## config.mk

```make
export PLATFORM = sky130hd
export DESIGN_NAME = mul_issue_ctrl
export DESIGN_NICKNAME = d
export VERILOG_FILES = /design/src/rtl/lab6_pkg.sv /design/src/rtl/regfile4x8.sv /design/src/rtl/mul_issue_ctrl.sv
export SDC_FILE = /design/constraint.sdc
export NUM_CORES = 1
export LEC_CHECK = 0
export BUFFER_PORTS_ARGS = -buffer_cell sky130_fd_sc_hd__buf_2
export CAP_MARGIN = 25
export CORE_UTILIZATION = 40
export DETAILED_ROUTE_END_ITERATION = 10
export GPL_TIMING_DRIVEN = 0
export HOLD_SLACK_MARGIN = 0.15
export PLACE_DENSITY = 0.62
export SYNTH_ARGS = -nofsm -noshare
export SYNTH_HDL_FRONTEND = slang
export SYNTH_SLANG_ARGS = --single-unit
```

## constraint.sdc

```tcl
create_clock -name clk -period 4.47 [get_ports clk]
set_input_delay 0.6705 -clock clk [delete_from_list [all_inputs] [get_ports clk]]
set_output_delay 0.6705 -clock clk [all_outputs]
set_load 0.05 [all_outputs]
```

## src/rtl/lab6_pkg.sv

```systemverilog
// rtl/lab6_pkg.sv - shared constants, field positions and FSM states for the lab6 front end
//
// Purpose: opcode constants, register-file indices, instruction field bit
//          positions and the issue-FSM state type used by mul_issue_ctrl and
//          regfile4x8.
// Ports:   none (package).
package lab6_pkg;

  localparam logic [3:0] OP_LDI    = 4'b0001;
  localparam logic [3:0] OP_MUL    = 4'b1010;
  localparam logic [3:0] CTRL_IDLE = 4'b0000;

  localparam logic [1:0] REG_RX = 2'd0;
  localparam logic [1:0] REG_RY = 2'd1;
  localparam logic [1:0] REG_RZ = 2'd2;
  localparam logic [1:0] REG_RT = 2'd3;

  localparam int OP_HI  = 15;
  localparam int OP_LO  = 12;
  localparam int RD_HI  = 11;
  localparam int RD_LO  = 10;
  localparam int RS1_HI = 9;
  localparam int RS1_LO = 8;
  localparam int RS2_HI = 7;
  localparam int RS2_LO = 6;
  localparam int IMM_HI = 7;
  localparam int IMM_LO = 0;

  typedef enum logic [1:0] {
    ST_IDLE  = 2'd0,
    ST_ISSUE = 2'd1,
    ST_PULSE = 2'd2,
    ST_WAIT  = 2'd3
  } state_e;

endpackage

```

## src/rtl/regfile4x8.sv

```systemverilog
// rtl/regfile4x8.sv - 4x8 register file, one write port, four always-visible outputs
//
// Purpose: holds RX..RT. Asynchronous active-high reset clears all entries.
// Ports:
//   clk      in   1  rising-edge clock
//   rst      in   1  asynchronous active-high reset
//   we_i     in   1  write enable
//   waddr_i  in   2  write index (REG_RX..REG_RT)
//   wdata_i  in   8  write data
//   rx_o..rt_o out 8 registered contents of each entry
module regfile4x8
  import lab6_pkg::*;
(
  input  logic       clk,
  input  logic       rst,
  input  logic       we_i,
  input  logic [1:0] waddr_i,
  input  logic [7:0] wdata_i,
  output logic [7:0] rx_o,
  output logic [7:0] ry_o,
  output logic [7:0] rz_o,
  output logic [7:0] rt_o
);

  logic [7:0] mem_q [4];

  always_ff @(posedge clk or posedge rst) begin
    if (rst) begin
      for (int i = 0; i < 4; i++) begin
        mem_q[i] <= '0;
      end
    end else if (we_i) begin
      mem_q[waddr_i] <= wdata_i;
    end
  end

  assign rx_o = mem_q[REG_RX];
  assign ry_o = mem_q[REG_RY];
  assign rz_o = mem_q[REG_RZ];
  assign rt_o = mem_q[REG_RT];

endmodule

```

## src/rtl/mul_issue_ctrl.sv

```systemverilog
// rtl/mul_issue_ctrl.sv - instruction front end driving the 8x8 shift-add multiplier
//
// Purpose: accepts 16-bit instructions on a valid/ready handshake, executes LDI
//          directly into the register file and sequences MUL through
//          IDLE -> ISSUE -> PULSE -> WAIT(MUL_WAIT) -> IDLE, capturing the
//          multiplier product and writing it back to rd.
// Build option: MUL_SAT_WB_EN - when defined, MUL write-back saturates to 8'hFF
//          if the product's upper byte is non-zero; otherwise it truncates.
// Parameters:
//   MUL_WAIT   cycles between the calculate pulse and product capture (>=1)
// Ports:
//   clk, rst                 clock, asynchronous active-high reset
//   instr_valid/instr        instruction handshake input ([15:12] op, [11:10] rd,
//                            [9:8] rs1, [7:6] rs2, [7:0] imm)
//   instr_ready              high only in IDLE
//   RX,RY,RZ,RT              register file contents
//   controll                 4'b1010 while a MUL is in flight, else 0
//   outreg1/outreg2          rs1/rs2 selects to the multiplier
//   calculate                one-cycle multiplier trigger
//   product_in               multiplier product
//   result/result_valid      last captured product and its one-cycle strobe
//   busy                     high outside IDLE
module mul_issue_ctrl
  import lab6_pkg::*;
#(
  parameter int MUL_WAIT = 1
) (
  input  logic        clk,
  input  logic        rst,
  input  logic        instr_valid,
  input  logic [15:0] instr,
  output logic        instr_ready,
  output logic [7:0]  RX,
  output logic [7:0]  RY,
  output logic [7:0]  RZ,
  output logic [7:0]  RT,
  output logic [3:0]  controll,
  output logic [1:0]  outreg1,
  output logic [1:0]  outreg2,
  output logic        calculate,
  input  logic [15:0] product_in,
  output logic [15:0] result,
  output logic        result_valid,
  output logic        busy
);

  state_e      state_q, state_d;
  logic [7:0]  cnt_q, cnt_d;
  logic [1:0]  rd_q, rd_d;
  logic [1:0]  sel1_q, sel1_d;
  logic [1:0]  sel2_q, sel2_d;
  logic [3:0]  ctrl_q, ctrl_d;
  logic [15:0] result_q, result_d;
  logic        rvalid_q, rvalid_d;

  logic        accept;
  logic        capture;
  logic [3:0]  op;
  logic [7:0]  wb_byte;
  logic        rf_we;
  logic [1:0]  rf_waddr;
  logic [7:0]  rf_wdata;

  assign op     = instr[OP_HI:OP_LO];
  assign accept = instr_valid && (state_q == ST_IDLE);

`ifdef MUL_SAT_WB_EN
  assign wb_byte = (product_in[15:8] != 8'h00) ? 8'hFF : product_in[7:0];
`else
  assign wb_byte = product_in[7:0];
`endif

  always_ff @(posedge clk or posedge rst) begin
    if (rst) begin
      state_q  <= ST_IDLE;
      cnt_q    <= '0;
      rd_q     <= '0;
      sel1_q   <= '0;
      sel2_q   <= '0;
      ctrl_q   <= CTRL_IDLE;
      result_q <= '0;
      rvalid_q <= 1'b0;
    end else begin
      state_q  <= state_d;
      cnt_q    <= cnt_d;
      rd_q     <= rd_d;
      sel1_q   <= sel1_d;
      sel2_q   <= sel2_d;
      ctrl_q   <= ctrl_d;
      result_q <= result_d;
      rvalid_q <= rvalid_d;
    end
  end

  always_comb begin
    state_d  = state_q;
    cnt_d    = cnt_q;
    rd_d     = rd_q;
    sel1_d   = sel1_q;
    sel2_d   = sel2_q;
    ctrl_d   = ctrl_q;
    result_d = result_q;
    rvalid_d = 1'b0;
    capture  = 1'b0;
    unique case (state_q)
      ST_IDLE: begin
        // LDI and NOPs complete in IDLE; only MUL leaves it.
        if (accept && op == OP_MUL) begin
          rd_d    = instr[RD_HI:RD_LO];
          sel1_d  = instr[RS1_HI:RS1_LO];
          sel2_d  = instr[RS2_HI:RS2_LO];
          ctrl_d  = OP_MUL;
          state_d = ST_ISSUE;
        end
      end
      ST_ISSUE: begin
        state_d = ST_PULSE;
      end
      ST_PULSE: begin
        cnt_d   = 8'(MUL_WAIT - 1);
        state_d = ST_WAIT;
      end
      ST_WAIT: begin
        if (cnt_q == 8'd0) begin
          capture  = 1'b1;
          result_d = product_in;
          rvalid_d = 1'b1;
          ctrl_d   = CTRL_IDLE;
          state_d  = ST_IDLE;
        end else begin
          cnt_d = cnt_q - 8'd1;
        end
      end
      default: state_d = ST_IDLE;
    endcase
  end

  // Capture and LDI accept never coincide: capture happens in WAIT, accept only in IDLE.
  assign rf_we    = capture || (accept && op == OP_LDI);
  assign rf_waddr = capture ? rd_q : instr[RD_HI:RD_LO];
  assign rf_wdata = capture ? wb_byte : instr[IMM_HI:IMM_LO];

  regfile4x8 u_regfile (
    .clk     (clk),
    .rst     (rst),
    .we_i    (rf_we),
    .waddr_i (rf_waddr),
    .wdata_i (rf_wdata),
    .rx_o    (RX),
    .ry_o    (RY),
    .rz_o    (RZ),
    .rt_o    (RT)
  );

  // Decoded from the registered state, so these clear immediately on async reset.
  assign instr_ready  = (state_q == ST_IDLE);
  assign busy         = (state_q != ST_IDLE);
  assign calculate    = (state_q == ST_PULSE);
  assign controll     = ctrl_q;
  assign outreg1      = sel1_q;
  assign outreg2      = sel2_q;
  assign result       = result_q;
  assign result_valid = rvalid_q;

endmodule
```

==> results_dict.tcl, run 1 <==
set metrics [dict create \
    status "finished, final reports clean" \
    fin_setup_tns_ns 0 \
    netlist_area_um2 2950 \
    cts_buffers 9 \
    start_util 0.424 \
    cpPeakStageDelay_ns 0.44 \
    wl_mm 6.05 \
    min_period_ns 2.26 \
    grt_max_degree 67 \
    antenna_found_initial 0 \
    max-cap-violations 0 \
    clk_latency_ns 0.34 \
    use_met1 0.221 \
    ctsHoldBuffers 0 \
    critPathMaxFanout 10 \
    min_path_type "register to register" \
    synth_area_per_cell_um2 12.3 \
    ys_top_cells_by_area "dfrtp_1 (56%), mux2_2 (17%), nand2_1 (6.4%)" \
    cp.required_ns 4.69 \
    drv_slew 0 \
    root_buffer "clkbuf_8" \
    nets 384 \
    synth_top_area_share 0.561 \
    gr-max-usage-layer "met2" \
    overflow 0 \
    place.gp.congestion 0.739 \
    io_buffers 92 \
    final_common_cell "buf_2" \
    fillCellCount 621 \
    crit_chain "inv_1 -> ha_1 -> nand4_2 -> buf_6 -> mux2i_1 -> nor2_2 -> mux2_2" \
    crit_path_start_kind "register" \
    dieWidth_um 87.8 \
    antennaDiodeCount 0 \
    drc 0 \
    yosys.area.top_type "dfrtp_1" \
    fin_skew_ns 0.00632 \
    synth_seq_cells 66 \
    finalHoldViolCount 0 \
    clockBufferDepth 2 \
    die-area_um2 7710 \
    critPathKind "register to register" \
    syn_inst 240 \
    grt_usage 0.173 \
    ys_warn_count 0 \
    fin_crit_sh 0.506 \
    clock-sinks 66 \
    antenna_left 0 \
    cts.htree.levels 3 \
    grt_util_met2 0.272 \
    drt-vias-per-instance 4.67 \
    layout_common_cells "buf_2 (93), dfrtp_1 (66), nand2_1 (50)" \
    yosysUniqueCellTypes 37 \
    grt_pass1_wl_mm 9.78 \
    fp.dieH_um 87.8 \
    critical_path.top_delay_family "simple AND/OR/NAND/NOR gates" \
    use_met3 0.0443 \
    drive_gt1_frac 0.493 \
    postCtsSetupBuffers 0 \
    cts_resized 0 \
    fmax_mhz 442 \
    wl_per_cell_um 13.6 \
    first_pass_iters 4 \
    yosysSeqAreaShare 0.561 \
    coreArea_um2 6940 \
    grt_pass1_vias 2002 \
    clk_pin_slew_worst_paths_ns 0.07 \
    first_iter_violations 56 \
    worst-path-buf-inv 2 \
    rsz0062_at_grt "no" \
    cp-end-kind "register" \
    hpwl_mm 4.37 \
    slew_headroom 0.466 \
    setup_viol 0 \
    area_growth_pct 27.1 \
    route.vias.total 2078 \
    arrival_ns 2.48 \
    placementRows 30 \
    crit_slowest_cell "nor2_2" \
    worstMarginPinSlew_ns 0.801 \
    cts_tree "done" \
    ios 95 \
]
==> path summary, 6_finish.rpt <==
check,slack [ns],cells after the start,from,endpoint
min reg2reg,0.47,2,result[6]$_DFFE_PP0N_,result[6]$_DFFE_PP0N_
min in group asynchronous,0.49,2,rst,outreg2[1]$_DFFE_PP0P_
min,0.47,2,result[6]$_DFFE_PP0N_,result[6]$_DFFE_PP0N_
max,2.21,7,cnt_q[0]$_DFFE_PP0P_,u_regfile.rt_o[6]$_DFFE_PP0P_
max reg2reg,2.21,7,cnt_q[0]$_DFFE_PP0P_,u_regfile.rt_o[6]$_DFFE_PP0P_
max in group asynchronous,3.45,2,rst,outreg1[1]$_DFFE_PP0P_
==> cells in the mapped netlist (all sizes together) <==
cell type and count:
mux2 47, dfrtp 66, o21ai 9, o31ai 1, clkinv 1, or3 2, nand3 5, or4 2
ha 5, buf 8, nor2 8, clkbuf 2, a21boi 2, nor4 1, inv 7, nand2 51
nor2b 1, conb 1, nand4 3, mux2i 5, nand3b 1, nor4b 3, xnor2 2, nand2b 4
or2b 1, nor3 2
==> tightest hold or removal path, stage by stage, from the launching register on <==
cell and delay, ns:
dfrtp_1 0.34, nand2_1 0.05, nand2_1 0.05
==> through the flow <==
stage / utilization / worst slack, ns / hold slack (ns) / std cells / cell area, um^2
after global placement: 0.508 / 1.27 / 0.454 / 429 / 3530
after detailed placement: 0.509 / 2.07 / 0.457 / 429 / 3530
after CTS: 0.539 / 2.18 / 0.474 / 445 / 3740
after floorplan: - / 1.98 / 0.457 / 241 / 2950
final: 0.539 / 2.21 / 0.468 / 445 / 3740
after global routing: 0.539 / 1.97 / 0.492 / 445 / 3740
==> state kept, by name, indices dropped and copies added (netlist names) <==
| name | flops |
|---|---|
| result_valid | 1 |
| u_regfile.ry_o | 8 |
| result | 16 |
| outreg1 | 2 |
| u_regfile.rz_o | 8 |
| cnt_q | 8 |
| u_regfile.rt_o | 8 |
| outreg2 | 2 |
| controll | 1 |
| state_q | 2 |
| u_regfile.rx_o | 8 |
| rd_q | 2 |
==> layout make-up <==
cell class	count	area, um^2	area share
Buffer	10	76.3	0.0204
Clock buffer	11	131	0.0351
Clock inverter	5	78.8	0.0211
Inverter	8	32.5	0.00869
Multi-Input combinational cell	157	1190	0.318
Sequential cell	66	1650	0.441
Tap cell	96	120	0.0321
Timing Repair Buffer	92	460	0.123
==> per-layer routing <==
metal	wire length, um	vias up
li1	-	1023
met1	2790	985
met2	2860	60
met3	280	10
met4	112	0
met5	0	-
==> logic make-up after synthesis <==
group | share of synthesized area
compound gates | 0.0242
xor+xnor | 0.00595
fa+ha+maj | 0.0212
buf+inv | 0.0361
flops | 0.561
mux | 0.203
other cells | 0.00127
simple gates | 0.147
Power of run 1 is not shown: default switching activity piles up to over one toggle a cycle in this logic, so the estimate is an artifact.
==> run 2: changes to the inputs <==
==> constraint.sdc (replaced) <==
create_clock -name clk -period 2.19 [get_ports clk]
set_input_delay 0.3285 -clock clk [delete_from_list [all_inputs] [get_ports clk]]
set_output_delay 0.3285 -clock clk [all_outputs]
set_load 0.05 [all_outputs]
==> run 2 against run 1 <==
Sequential share of layout area shrank 1.3 points; die area did not move; register-to-register slack worse by 2.2 ns; via count is 1.4% higher.
==> results_dict.tcl, run 2 (same netlist as run 1, synthesis figures left out) <==
set metrics [dict create \
    dpl_cell_area_um2 3550 \
    first_pass_iters 5 \
    io_buffers 92 \
    grt_pass1_wl_mm 9.87 \
    ctsHoldBuffers 0 \
    max-cap-violations 0 \
    drive_gt1_frac 0.531 \
    crit_path_start_kind "register" \
    cts.htree.levels 3 \
    fin_skew_ns 0.0107 \
    r2r-start "state_q[0]$_DFFE_PP0P_" \
    antenna_left 0 \
    r2r_slack_ns 0.05 \
    cts_buffers 9 \
    antenna_found_initial 0 \
    hpwl_mm 4.37 \
    cpPeakStageDelay_ns 0.53 \
    rsz0062_at_grt "yes" \
    die-area_um2 7710 \
    area_growth_pct 30.9 \
    wl_per_cell_um 13.6 \
    fp.dieH_um 87.8 \
    crit_chain "inv_2 -> ha_4 -> nand3b_1 -> or4_4 -> mux2i_4 -> nand2b_1 -> buf_6 -> mux2_4" \
    critical_path.top_delay_family "simple AND/OR/NAND/NOR gates" \
    drc 0 \
    clk_latency_ns 0.33 \
    clock-sinks 66 \
    final_common_cell "buf_2" \
    first_iter_violations 66 \
    finalHoldViolCount 0 \
    critPathMaxFanout 8 \
    largest_reg_flops 16 \
    coreArea_um2 6940 \
    root_buffer "clkbuf_8" \
    place.gp.congestion 0.721 \
    r2r_cells 8 \
    layout_common_cells "buf_2 (93), dfrtp_1 (65), nand2_1 (50)" \
    status "finished, final reports clean" \
    fin_crit_sh 0.977 \
    grt_usage 0.173 \
    nets 389 \
    min_path_type "primary input to asynchronous set/reset pin" \
    drt-vias-per-instance 4.68 \
    antennaDiodeCount 0 \
    setup_viol 0 \
    grt_max_degree 67 \
    cp.depth 8 \
    arrival_ns 2.36 \
    drv_slew 0 \
    overflow 0 \
    critPathKind "register to register" \
    clk_pin_slew_worst_paths_ns 0.08 \
    clockBufferDepth 2 \
    start_util 0.424 \
    stdcell_area_um2 3850 \
    slew_headroom 0.460 \
    crit_slowest_cell "or4_4" \
    fin_setup_tns_ns 0 \
    wl_mm 6.14 \
    grt_pass1_vias 1997 \
    route.vias.total 2108 \
    min_period_ns 2.14 \
    cp.required_ns 2.41 \
    cp-end-kind "register" \
    placementRows 30 \
    worstMarginPinSlew_ns 0.811 \
    fin_util 0.555 \
    fmax_mhz 467 \
    worst-path-buf-inv 2 \
    cts_tree "done" \
    ios 95 \
    dieWidth_um 87.8 \
    crit_start "state_q[0]$_DFFE_PP0P_" \
]
[run 2: worst reg2reg max path, delay by kind of cell (launching register included)]
| family | cells | cell delay, ns |
|---|---|---|
| flops | 1 | 0.40 |
| mux | 2 | 0.47 |
| simple gates | 3 | 0.77 |
| buf+inv | 2 | 0.25 |
| fa+ha+maj | 1 | 0.14 |
[run 2: metal layers]
metal / vias up / part of all wire / track usage
li1: 1033 / - / -
met1: 1019 / 0.48 / 0.229
met2: 54 / 0.47 / 0.267
met3: 2 / 0.052 / 0.0594
met4: 0 / 0.0077 / 0.0581
met5: - / 0 / 0
[run 2: repair_timing]
item,4_1_cts,5_1_grt
gates resized for setup,2,7
endpoints found under the setup margin,8,34
setup buffers,0,5
pin swaps,0,3
[run 2: layout make-up]
type | instances | area [um^2]
fill | 622 | 3090
sequential | 66 | 1650
multi-input combinational | 157 | 1240
timing repair buffer | 97 | 510
clock buffer | 9 | 124
tap | 96 | 120
clock inverter | 7 | 101
buffer | 10 | 76.3
inverter | 8 | 32.5
[run 2: final timing paths]
check                                                      to
min in group clk                       result[13]$_DFFE_PP0N_
worst max register to register  u_regfile.rz_o[1]$_DFFE_PP0P_
worst min register to register          result[0]$_DFFE_PP0N_
max in group asynchronous              state_q[1]$_DFFE_PP0P_
worst min-delay path                   result[10]$_DFFE_PP0N_
worst max-delay path            u_regfile.rz_o[1]$_DFFE_PP0P_
[run 2: stage by stage]
stage	cells	hold slack (ns)	setup WS (ns)
detailed placement	429	0.460	-0.0802
floorplan	241	0.434	0.0169
global route	450	0.162	-0.0653
finish	450	0.143	0.0509
CTS	445	0.174	-0.0281
global placement	429	0.453	-0.669
Power of run 2 is left out for the same reason.
